$ cat src/rtl/formation_scheduler.sv
// Invader formation sequencer: spawn/march/descend/clear/over FSM plus a
// time-multiplexed projectile-vs-cell hit scanner, alive mask, score and wave.
module formation_scheduler #(
   parameter int ROWS       = 3,
   parameter int COLS       = 5,
   parameter int COL_PITCH  = 40,
   parameter int ROW_PITCH  = 30,
   parameter int X_MIN      = 96,
   parameter int X_MAX      = 389,
   parameter int SPAWN_X    = 100,
   parameter int SPAWN_Y    = 10,
   parameter int DESCEND    = 5,
   parameter int Y_LIMIT    = 400,
   parameter int STEP_DIV   = 8,
   parameter int HIT_POINTS = 50
) (
   input  logic                 dclk,
   input  logic                 clr,
   input  logic                 play,
   input  logic                 tick,
   input  logic                 proj_valid,
   input  logic [9:0]           projectile_x,
   input  logic [9:0]           projectile_y,
   output logic [9:0]           origin_x,
   output logic [9:0]           origin_y,
   output logic [ROWS*COLS-1:0] alive,
   output logic                 hit_pulse,
   output logic [3:0]           hit_index,
   output logic [13:0]          score,
   output logic [3:0]           wave,
   output logic                 wave_clear,
   output logic                 game_over
);
   localparam int N  = ROWS * COLS;
   localparam int CW = (COLS > 1) ? $clog2(COLS) : 1;
   localparam int RW = (ROWS > 1) ? $clog2(ROWS) : 1;
   localparam int SW = $clog2(STEP_DIV + 1);

   localparam logic [2:0] ST_IDLE  = 3'd0;
   localparam logic [2:0] ST_SPAWN = 3'd1;
   localparam logic [2:0] ST_MARCH = 3'd2;
   localparam logic [2:0] ST_DESC  = 3'd3;
   localparam logic [2:0] ST_CLEAR = 3'd4;
   localparam logic [2:0] ST_OVER  = 3'd5;

   localparam logic [9:0]  XMIN    = 10'(X_MIN);
   localparam logic [9:0]  XMAX    = 10'(X_MAX);
   localparam logic [9:0]  SX      = 10'(SPAWN_X);
   localparam logic [9:0]  SY      = 10'(SPAWN_Y);
   localparam logic [9:0]  DY      = 10'(DESCEND);
   localparam logic [10:0] BOT_OFS = 11'((ROWS - 1) * ROW_PITCH);
   localparam logic [10:0] YLIM    = 11'(Y_LIMIT);
   localparam logic [10:0] CPITCH  = 11'(COL_PITCH);
   localparam logic [10:0] RPITCH  = 11'(ROW_PITCH);
   localparam logic [14:0] PTS     = 15'(HIT_POINTS);

   logic [2:0]         state;
   logic               dir_left;
   logic [SW-1:0]      step_cnt;
   logic [SW-1:0]      period;
   logic [3:0]         scan_idx;
   logic [RW-1:0]      scan_row;
   logic [CW-1:0]      scan_col;
   logic               hit_lock;
   logic [1:0]         wshift;
   logic [10:0]        cx, cy, bottom;
   logic signed [10:0] dx, dy;
   logic [N-1:0]       kill_mask;
   logic [14:0]        score_sum;
   logic [9:0]         new_y;
   logic               scanning, hit, all_dead, at_edge, step, past_limit;

   // March period halves per wave, bottoming out after wave 3.
   always_comb begin
      wshift = (wave > 4'd3) ? 2'd3 : wave[1:0];
      period = SW'(STEP_DIV >> wshift);
      if (period == '0) period = SW'(1);
   end

   assign scanning = (state == ST_MARCH) || (state == ST_DESC);
   assign cx       = {1'b0, origin_x} + 11'(scan_col) * CPITCH;
   assign cy       = {1'b0, origin_y} + 11'(scan_row) * RPITCH;
   assign dx       = $signed({1'b0, projectile_x}) - $signed(cx);
   assign dy       = $signed({1'b0, projectile_y}) - $signed(cy);
   assign hit      = scanning && proj_valid && !hit_lock && alive[scan_idx] &&
                     (dy > 11'sd0) && (dy < 11'sd20) && (dx > -11'sd15) && (dx < 11'sd15);

   assign kill_mask  = hit ? (N'(1) << scan_idx) : '0;
   assign all_dead   = ((alive & ~kill_mask) == '0);
   assign at_edge    = dir_left ? (origin_x <= XMIN) : (origin_x >= XMAX);
   assign step       = (step_cnt == period - SW'(1));
   assign new_y      = origin_y + DY;
   assign bottom     = {1'b0, new_y} + BOT_OFS;
   assign past_limit = (bottom >= YLIM);
   assign score_sum  = {1'b0, score} + PTS;
   assign game_over  = (state == ST_OVER);

   always_ff @(posedge dclk) begin
      hit_pulse  <= 1'b0;
      wave_clear <= 1'b0;
      if (!clr || !play) begin
         // Dropping play returns to IDLE like reset, but the score survives
         // so it can be shown until the next game starts.
         state     <= ST_IDLE;
         origin_x  <= SX;
         origin_y  <= SY;
         alive     <= '0;
         wave      <= '0;
         dir_left  <= 1'b0;
         step_cnt  <= '0;
         scan_idx  <= '0;
         scan_row  <= '0;
         scan_col  <= '0;
         hit_lock  <= 1'b0;
         hit_index <= '0;
         if (!clr) score <= '0;
      end else begin
         if (!proj_valid) hit_lock <= 1'b0;
         if (scanning) begin
            if (scan_idx == 4'(N - 1)) begin
               scan_idx <= '0;
               scan_row <= '0;
               scan_col <= '0;
            end else begin
               scan_idx <= scan_idx + 4'd1;
               if (scan_col == CW'(COLS - 1)) begin
                  scan_col <= '0;
                  scan_row <= scan_row + RW'(1);
               end else begin
                  scan_col <= scan_col + CW'(1);
               end
            end
            if (hit) begin
               alive     <= alive & ~kill_mask;
               hit_pulse <= 1'b1;
               hit_index <= scan_idx;
               score     <= score_sum[14] ? 14'h3FFF : score_sum[13:0];
               hit_lock  <= 1'b1;
            end
         end
         case (state)
            ST_IDLE: begin
               score <= '0;
               state <= ST_SPAWN;
            end
            ST_SPAWN: begin
               origin_x <= SX;
               origin_y <= SY;
               alive    <= '1;
               dir_left <= 1'b0;
               step_cnt <= '0;
               state    <= ST_MARCH;
            end
            ST_MARCH: begin
               if (all_dead) begin
                  state <= ST_CLEAR;
               end else if (tick) begin
                  if (step) begin
                     step_cnt <= '0;
                     if (at_edge)       state    <= ST_DESC;
                     else if (dir_left) origin_x <= origin_x - 10'd1;
                     else               origin_x <= origin_x + 10'd1;
                  end else begin
                     step_cnt <= step_cnt + SW'(1);
                  end
               end
            end
            ST_DESC: begin
               origin_y <= new_y;
               dir_left <= ~dir_left;
               // A last-cell kill here takes priority over reaching the limit.
               if (all_dead)        state <= ST_CLEAR;
               else if (past_limit) state <= ST_OVER;
               else                 state <= ST_MARCH;
            end
            ST_CLEAR: begin
               wave       <= (wave == 4'hF) ? wave : wave + 4'd1;
               wave_clear <= 1'b1;
               state      <= ST_SPAWN;
            end
            default: ;
         endcase
      end
   end
endmodule
$ cat config.mk
export PLATFORM = sky130hd
export DESIGN_NAME = formation_scheduler
export DESIGN_NICKNAME = d
export VERILOG_FILES = /design/src/rtl/formation_scheduler.sv
export SDC_FILE = /design/constraint.sdc
export NUM_CORES = 1
export LEC_CHECK = 0
export CAP_MARGIN = 0
export CORE_ASPECT_RATIO = 1.25
export CORE_MARGIN = 2
export CORE_UTILIZATION = 35
export CTS_CLUSTER_DIAMETER = 200
export CTS_CLUSTER_SIZE = 28
export DETAILED_ROUTE_END_ITERATION = 10
export HOLD_SLACK_MARGIN = 0.06
export PLACE_DENSITY = 0.51
export SETUP_SLACK_MARGIN = 0.3
export SYNTH_ARGS = -nofsm -noshare
export SYNTH_HDL_FRONTEND = slang
export SYNTH_SLANG_ARGS = --single-unit
$ cat constraint.sdc
create_clock -name dclk -period 13.1 [get_ports dclk]
set_input_delay 1.965 -clock dclk [delete_from_list [all_inputs] [get_ports dclk]]
set_output_delay 1.965 -clock dclk [all_outputs]
set_load 0.005 [all_outputs]
; ---- Yosys cells after proc, flatten, opt, wreduce, memory -nomap -nowiden
; Cells that the tools add are included.
[word_totals]
regBits = 77
latchBits = 0
ramBits = 0
rom_bits = 0
in_bits = 25
output_inout_bits = 60
elab_cells = 142
memories = 0
[classes]
add_sub_neg = 15
mul = 2
n_div = 0
magnitude_cmp = 9
eq_ne = 17
shifts = 2
n_mux = 44
bitwise = 5
reduce_logical = 33
[op_table]
columns = operator, n
row1 = 14-bit two-way mux, 6
row2 = 15-bit two-way mux, 4
row3 = 10-bit two-way mux, 5
row4 = 10-bit one-hot mux with 2 select lines, 2
row5 = 3-bit two-way mux, 8
row6 = 11-bit subtractor, 2
row7 = 4-bit two-way mux, 5
row8 = "14-bit by 6-bit adder with 15-bit output, second input constant", 1
row9 = 15-bit AND, 1
row10 = 15-bit zero test, 1
row11 = 15-bit NOT, 1
row12 = "1-bit by 4-bit left shift with 15-bit output, first input constant", 1
row13 = "4-bit by 1-bit adder with 4-bit output, second input constant", 3
row14 = 3-bit one-hot mux with 4 select lines, 1
row15 = "10-bit by 6-bit adder with 11-bit output, second input constant", 1
row16 = 10-bit by 7-bit adder with 11-bit output, 1
row17 = 10-bit by 9-bit adder with 11-bit output, 1
row18 = "11-bit by 9-bit >= comparator with 1-bit output, second input constant", 1
row19 = "11-bit by 1-bit > comparator with 1-bit output, second input constant", 1
row20 = "11-bit by 5-bit > comparator with 1-bit output, second input constant", 1
row21 = "11-bit by 5-bit less-than comparator with 1-bit output, second input constant", 1
row22 = "11-bit by 6-bit less-than comparator with 1-bit output, second input constant", 1
row23 = "10-bit by 1-bit adder with 10-bit output, second input constant", 1
row24 = "10-bit by 3-bit adder with 10-bit output, second input constant", 1
row25 = other kinds (37), 76

; ---- Logic depth before layout (Yosys ltp)
[depth]
depth_word = 15
depth_mapped = 20
ltp_nobuf = 17

; ---- Worst setup path after synthesis
; OpenSTA, ideal clock, no wires.
[synth_path]
path_type = input-to-reg
start = input projectile_x[7]
end = register score[0] (enable)
arrival_ns = 5.634
slack_ns = 7.077
path_stages = 14
path_cell_list = inv_1 > fa_1 > inv_1 > ha_1 > a21oi_1 > a21boi_0 > a2111oi_0 > a311oi_1 > nor4b_1 > mux2i_1 > or2_2 > clkbuf_1 > nor2b_1 > a21oi_1
[synth_via]
elab_chain_len = 6
elab_cells_between_ends = 7
classes_between = 1 x add/sub / 2 x order compare / 4 x reduce/logical
[synth_lines]
columns = element, line
row1 = start: declaration, 22  ; input logic [9:0] projectile_x,
row2 = 11-bit subtractor *, 83  ; assign dx = $signed({1'b0, projectile_x}) - $signed(cx);
row3 = 11-bit by 5-bit > comparator with 1-bit output, 86  ; (dy > 11'sd0) && (dy < 11'sd20) && (dx > -11'sd15) && (dx < 11'sd15);
row4 = 1-bit logical AND, 86
row5 = 1-bit logical AND *, 86
row6 = 3-bit nonzero test (no source line) *, --
row7 = 3-bit AND reduction (no source line) *, --
row8 = end signal: assignment, 137  ; score <= score_sum[14] ? 14'h3FFF : score_sum[13:0];
row9 = end: declaration, 29  ; output logic [13:0] score,
; Mark *: on every way between the ends. The rest lies on a longest branch, timed or not.
; A chain may end at the register's enable or synchronous reset.

; ---- Worst setup path in the final report
[layout_path]
start = input projectile_x[7]
end = register origin_x[6]
[layout_via]
elab_chain_len = 10
elab_cells_between_ends = 11
classes_between = 1 x add/sub / 2 x order compare / 1 x eq/ne / 1 x mux / 2 x bitwise / 4 x reduce/logical
[layout_lines]
columns = element, line
row1 = 11-bit subtractor *, 83
row2 = 11-bit by 5-bit > comparator with 1-bit output, 86
row3 = 1-bit logical AND, 86
row4 = 1-bit logical AND *, 86
row5 = 15-bit two-way mux *, 88  ; assign kill_mask = hit ? (N'(1) << scan_idx) : '0;
row6 = 15-bit NOT *, 89  ; assign all_dead = ((alive & ~kill_mask) == '0);
row7 = 15-bit AND *, 89
row8 = 15-bit zero test *, 89
row9 = 2-bit inequality test (no source line) *, --
row10 = 5-bit AND reduction (no source line) *, --
row11 = end signal: assignment, 161  ; else if (dir_left) origin_x <= origin_x - 10'd1;
row12 = end signal: assignment, 162  ; else origin_x <= origin_x + 10'd1;
row13 = end: declaration, 24  ; output logic [9:0] origin_x,
; Marked as above.

==> results by group <==
Floorplan
  • Die height: 150 um
  • Die Wd: 121 um
  • I/O pins: 85
  • Cell Rows: 53
  • Initial Util: 35.6%
  • Core box area: 0.0167 sq mm
  • Die area: 0.0181 sq mm

Power
  • Design internal power: 0.419 mW
  • Power share of the combinational group: 15.2%
  • Switching power: 0.165 mW
  • Switching Share: 28.3%
  • Sequential share of power: 43.6%
  • Power Density: 80.5 mW/mm^2
  • Pleak: 2.72 nW
  • Clock group share of total power: 41.2%
  • Worst vdd rail ir drop: 54.3 uV

STA
  • Unrepaired setup endpoints after global routing: no
  • Clock Skews: 0.0152 ns
  • Final Max Tran Viols: 0
  • Total Neg Setup Slack: 0 ns
  • Max Fclk: 0.144 GHz
  • Minimum clock period: 6.95 ns
  • Fin crit share: 53.1%
  • Endpoints failing setup: 0
  • PnR worst setup slack: 6.15 ns
  • Worst Tran Pin Value: 1.11 ns
  • Final Hold Fails: 0
  • Max-slew headroom: 25.3%

Placement
  • Pre-CTS WS: 5.80 ns
  • Detailed placement HPWL: 11,900 um
  • Dpl cells: 1,008
  • Port Buf Inserts: 84
  • Gpl congestion: 0.853
  • Placed instance area: 0.00696 sq mm

Clocking
  • Inserted Clock Buffers: 9
  • H-tree depth: 3
  • Resized Gates After CTS: 0
  • Sink Count: 77
  • Post-CTS setup buffers: 0
  • Worst-case clock buffer depth: 2
  • Clock latency on the worst-skew pair: 0.35 ns
  • CTS Hold Bufs: 0
  • CTS tree: yes
  • Clk root buf: clkbuf_16
  • Clk slew on worst S/H paths: 0.06 ns

Global route
  • Total congestion overflow: 0
  • Total GRT Usage: 17.5%
  • First-pass GRT wire length: 25,800 um
  • Vias in the first global route: 5,282
  • Largest net degree at the start of global routing: 47
  • Antenna violations before repair: 0

Routing
  • Antenna-violating nets left: 0
  • Pre-Repair DR Iteration Count: 5
  • Metal1 wirelength: 7340 um
  • Vias per Instance: 5.36
  • Top layer in use: met4
  • Starting DRT DRC Count: 429
  • DRC errors left: 0
  • Post-Route WL: 15,800 um
  • DR vias: 5,488
  • Met2 WL post-DR: 7700 um
  • Routed met3 length: 528 um
  • Routed wire per std cell: 15.4 um

Cells and area
  • Finished Cell Area: 0.00725 sq mm
  • Most frequent cells in the layout: 84 x clkdlybuf4s50_1, 77 x a21oi_1, 73 x inv_1
  • Non-filler cells, final: 1,024
  • Most common cell after layout, fill and taps aside: clkdlybuf4s50_1
  • # diodes: 0
  • Share of layout cells above drive strength 1: 4.35%
  • Filler Cells Inserted: 1,695
  • Fin nets: 888
  • Area growth, synth to finish: 21.8%

Synthesis
  • Yosys reg bits: 77
  • Post-Syn Nets: 821
  • Gate Count Post-Synth: 732
  • Synth top area cells: dfxtp_1 21%, ha_1 11%, edfxtp_1 7.1%
  • Asr flop ratio synth: 0%
  • Mapped cell area: 0.00595 sq mm
  • Average cell area after synthesis: 8.13 sq um
  • Post-synth top area cell: dfxtp_1
  • Post-synthesis sequential area ratio: 28.3%
  • Yosys top cell area share: 21.2%
  • Number of synthesized flops with an enable pin: 14
  • Main flop type after synthesis: dfxtp_1
  • Synth unique cells: 69
  • Warning count from the yosys run: 0

Flow run
  • Max-cap violations: 0

Setup path
  • Critical R2R Capture: origin_x[6]$_SDFFE_PP1P_
  • CP startpoint kind: primary input
  • Worst Path Arrival: 7.19 ns
  • Worst Setup EP: origin_x[6]$_SDFFE_PP1P_
  • Reg2Reg Depth: 17
  • Critical path startpoint: projectile_x[7]
  • Worst setup EP type: flip-flop
  • Critical path fanouts, max: 12
  • Crit path kind: in2reg
  • R2r setup slk: 7.26 ns
  • R2R Path Start: scan_col[0]$_SDFFE_PP0N_
  • Worst EP required: 13.33 ns

Outcome
  • Outcome: finished clean

Hold path
  • Hold Path Class: reg2reg
## sequential cells by signal (all words and copies together) (netlist names), 2 cells and up
name / flops
step_cnt: 4
state: 3
scan_idx: 4
alive: 15
hit_index: 4
scan_row: 2
origin_x: 10
wave: 4
scan_col: 3
origin_y: 10
score: 14
## metrics by stage
step / hold slack (ns) / utilization, % / power, mW
final: 0.483 / 43.4 / 0.583
after global routing: 0.507 / 43.4 / 0.610
after CTS: 0.488 / 43.4 / 0.589
after detailed placement: 0.474 / 41.7 / 0.349
after global placement: 0.471 / 41.7 / 0.347
after floorplan: 0.444 / - / 0.315
## per-layer routing
layer | vias up | track usage [%]
li1 | 2749 | -
met1 | 2611 | 22.3
met2 | 113 | 30.5
met3 | 15 | 2.52
met4 | 0 | 5.52
met5 | - | 0
## synthesized netlist by cell type (4+ instances only)
| library cell | n |
|---|---|
| a211oi_1 | 7 |
| a21o_1 | 6 |
| a21oi_1 | 77 |
| a2bb2oi_1 | 4 |
| a31oi_1 | 10 |
| and2_1 | 7 |
| and3_1 | 6 |
| clkbuf_1 | 27 |
| dfxtp_1 | 63 |
| edfxtp_1 | 14 |
| fa_1 | 14 |
| ha_1 | 50 |
| inv_1 | 73 |
| mux2i_1 | 12 |
| nand2_1 | 55 |
| nand2b_1 | 15 |
| nand3_1 | 20 |
| nand4_1 | 7 |
| nor2_1 | 64 |
| nor2b_1 | 6 |
| nor3_1 | 17 |
| nor3b_1 | 5 |
| nor4_1 | 5 |
| o21a_1 | 6 |
| o21ai_0 | 30 |
| o21bai_1 | 5 |
| o22ai_1 | 5 |
| o31ai_1 | 7 |
| o32ai_1 | 6 |
| o41ai_1 | 4 |
| or2_2 | 7 |
| or3_1 | 5 |
| or4_1 | 4 |
| xnor2_1 | 19 |
| xor2_1 | 13 |
## power by group through the flow
stage               registers [mW]  logic, mW  clock network [mW]
floorplan                    0.257     0.0579                   0
global placement             0.260     0.0877                   0
detailed placement           0.260     0.0890                   0
CTS                          0.254     0.0893               0.245
global route                 0.256     0.0993               0.255
finish                       0.254     0.0888               0.240
## worst min path at each step
stage | from | to | cells after the start
floorplan | hit_lock$_SDFF_PP0_ | hit_lock$_SDFF_PP0_ | 2
detailed placement | step_cnt[3]$_SDFFE_PP0P_ | step_cnt[3]$_SDFFE_PP0P_ | 1
CTS | hit_lock$_SDFF_PP0_ | hit_lock$_SDFF_PP0_ | 2
finish | hit_lock$_SDFF_PP0_ | hit_lock$_SDFF_PP0_ | 2
global route | hit_lock$_SDFF_PP0_ | hit_lock$_SDFF_PP0_ | 2
global placement | hit_lock$_SDFF_PP0_ | hit_lock$_SDFF_PP0_ | 2
## final cells by class
| cell class | count | area (sq um) | share of cell area, % |
|---|---|---|---|
| multi-input cells | 550 | 3870 | 53.4 |
| flip-flops and latches | 77 | 1680 | 23.2 |
| repair buffers | 87 | 863 | 11.9 |
| inverters | 74 | 278 | 3.83 |
| well taps | 220 | 275 | 3.80 |
| clock buffers | 9 | 225 | 3.11 |
| clock inverters | 7 | 56.3 | 0.777 |
## cells by family (layout without fill, tap and decap cells)
| group | after synthesis | in the layout | synth area share [%] |
|---|---|---|---|
| adder cells (fa/ha/maj) | 64 | 64 | 15.2 |
| AO/OA/AOI/OAI | 204 | 204 | 22.1 |
| flip-flops | 77 | 77 | 28.3 |
| buffers and inverters | 105 | 177 | 6.86 |
| AND/OR/NAND/NOR | 234 | 234 | 19.5 |
| multiplexers | 16 | 16 | 3.34 |
| XOR/XNOR | 32 | 32 | 4.71 |
## worst max-delay path: stages
cell and delay [ns]:
clkdlybuf4s50_1 0.45, inv_1 0.05, fa_1 0.53, inv_1 0.05, ha_1 0.32, a21oi_1 0.29, a21boi_0 0.21, a2111oi_0 0.49
a311oi_1 0.12, nor4b_1 0.33, mux2i_1 0.27, or4_1 0.56, a221oi_1 0.32, nand4_1 0.45, o21a_1 0.45, o32a_1 0.33
No activity file was read; power rests on OpenSTA's default activity.
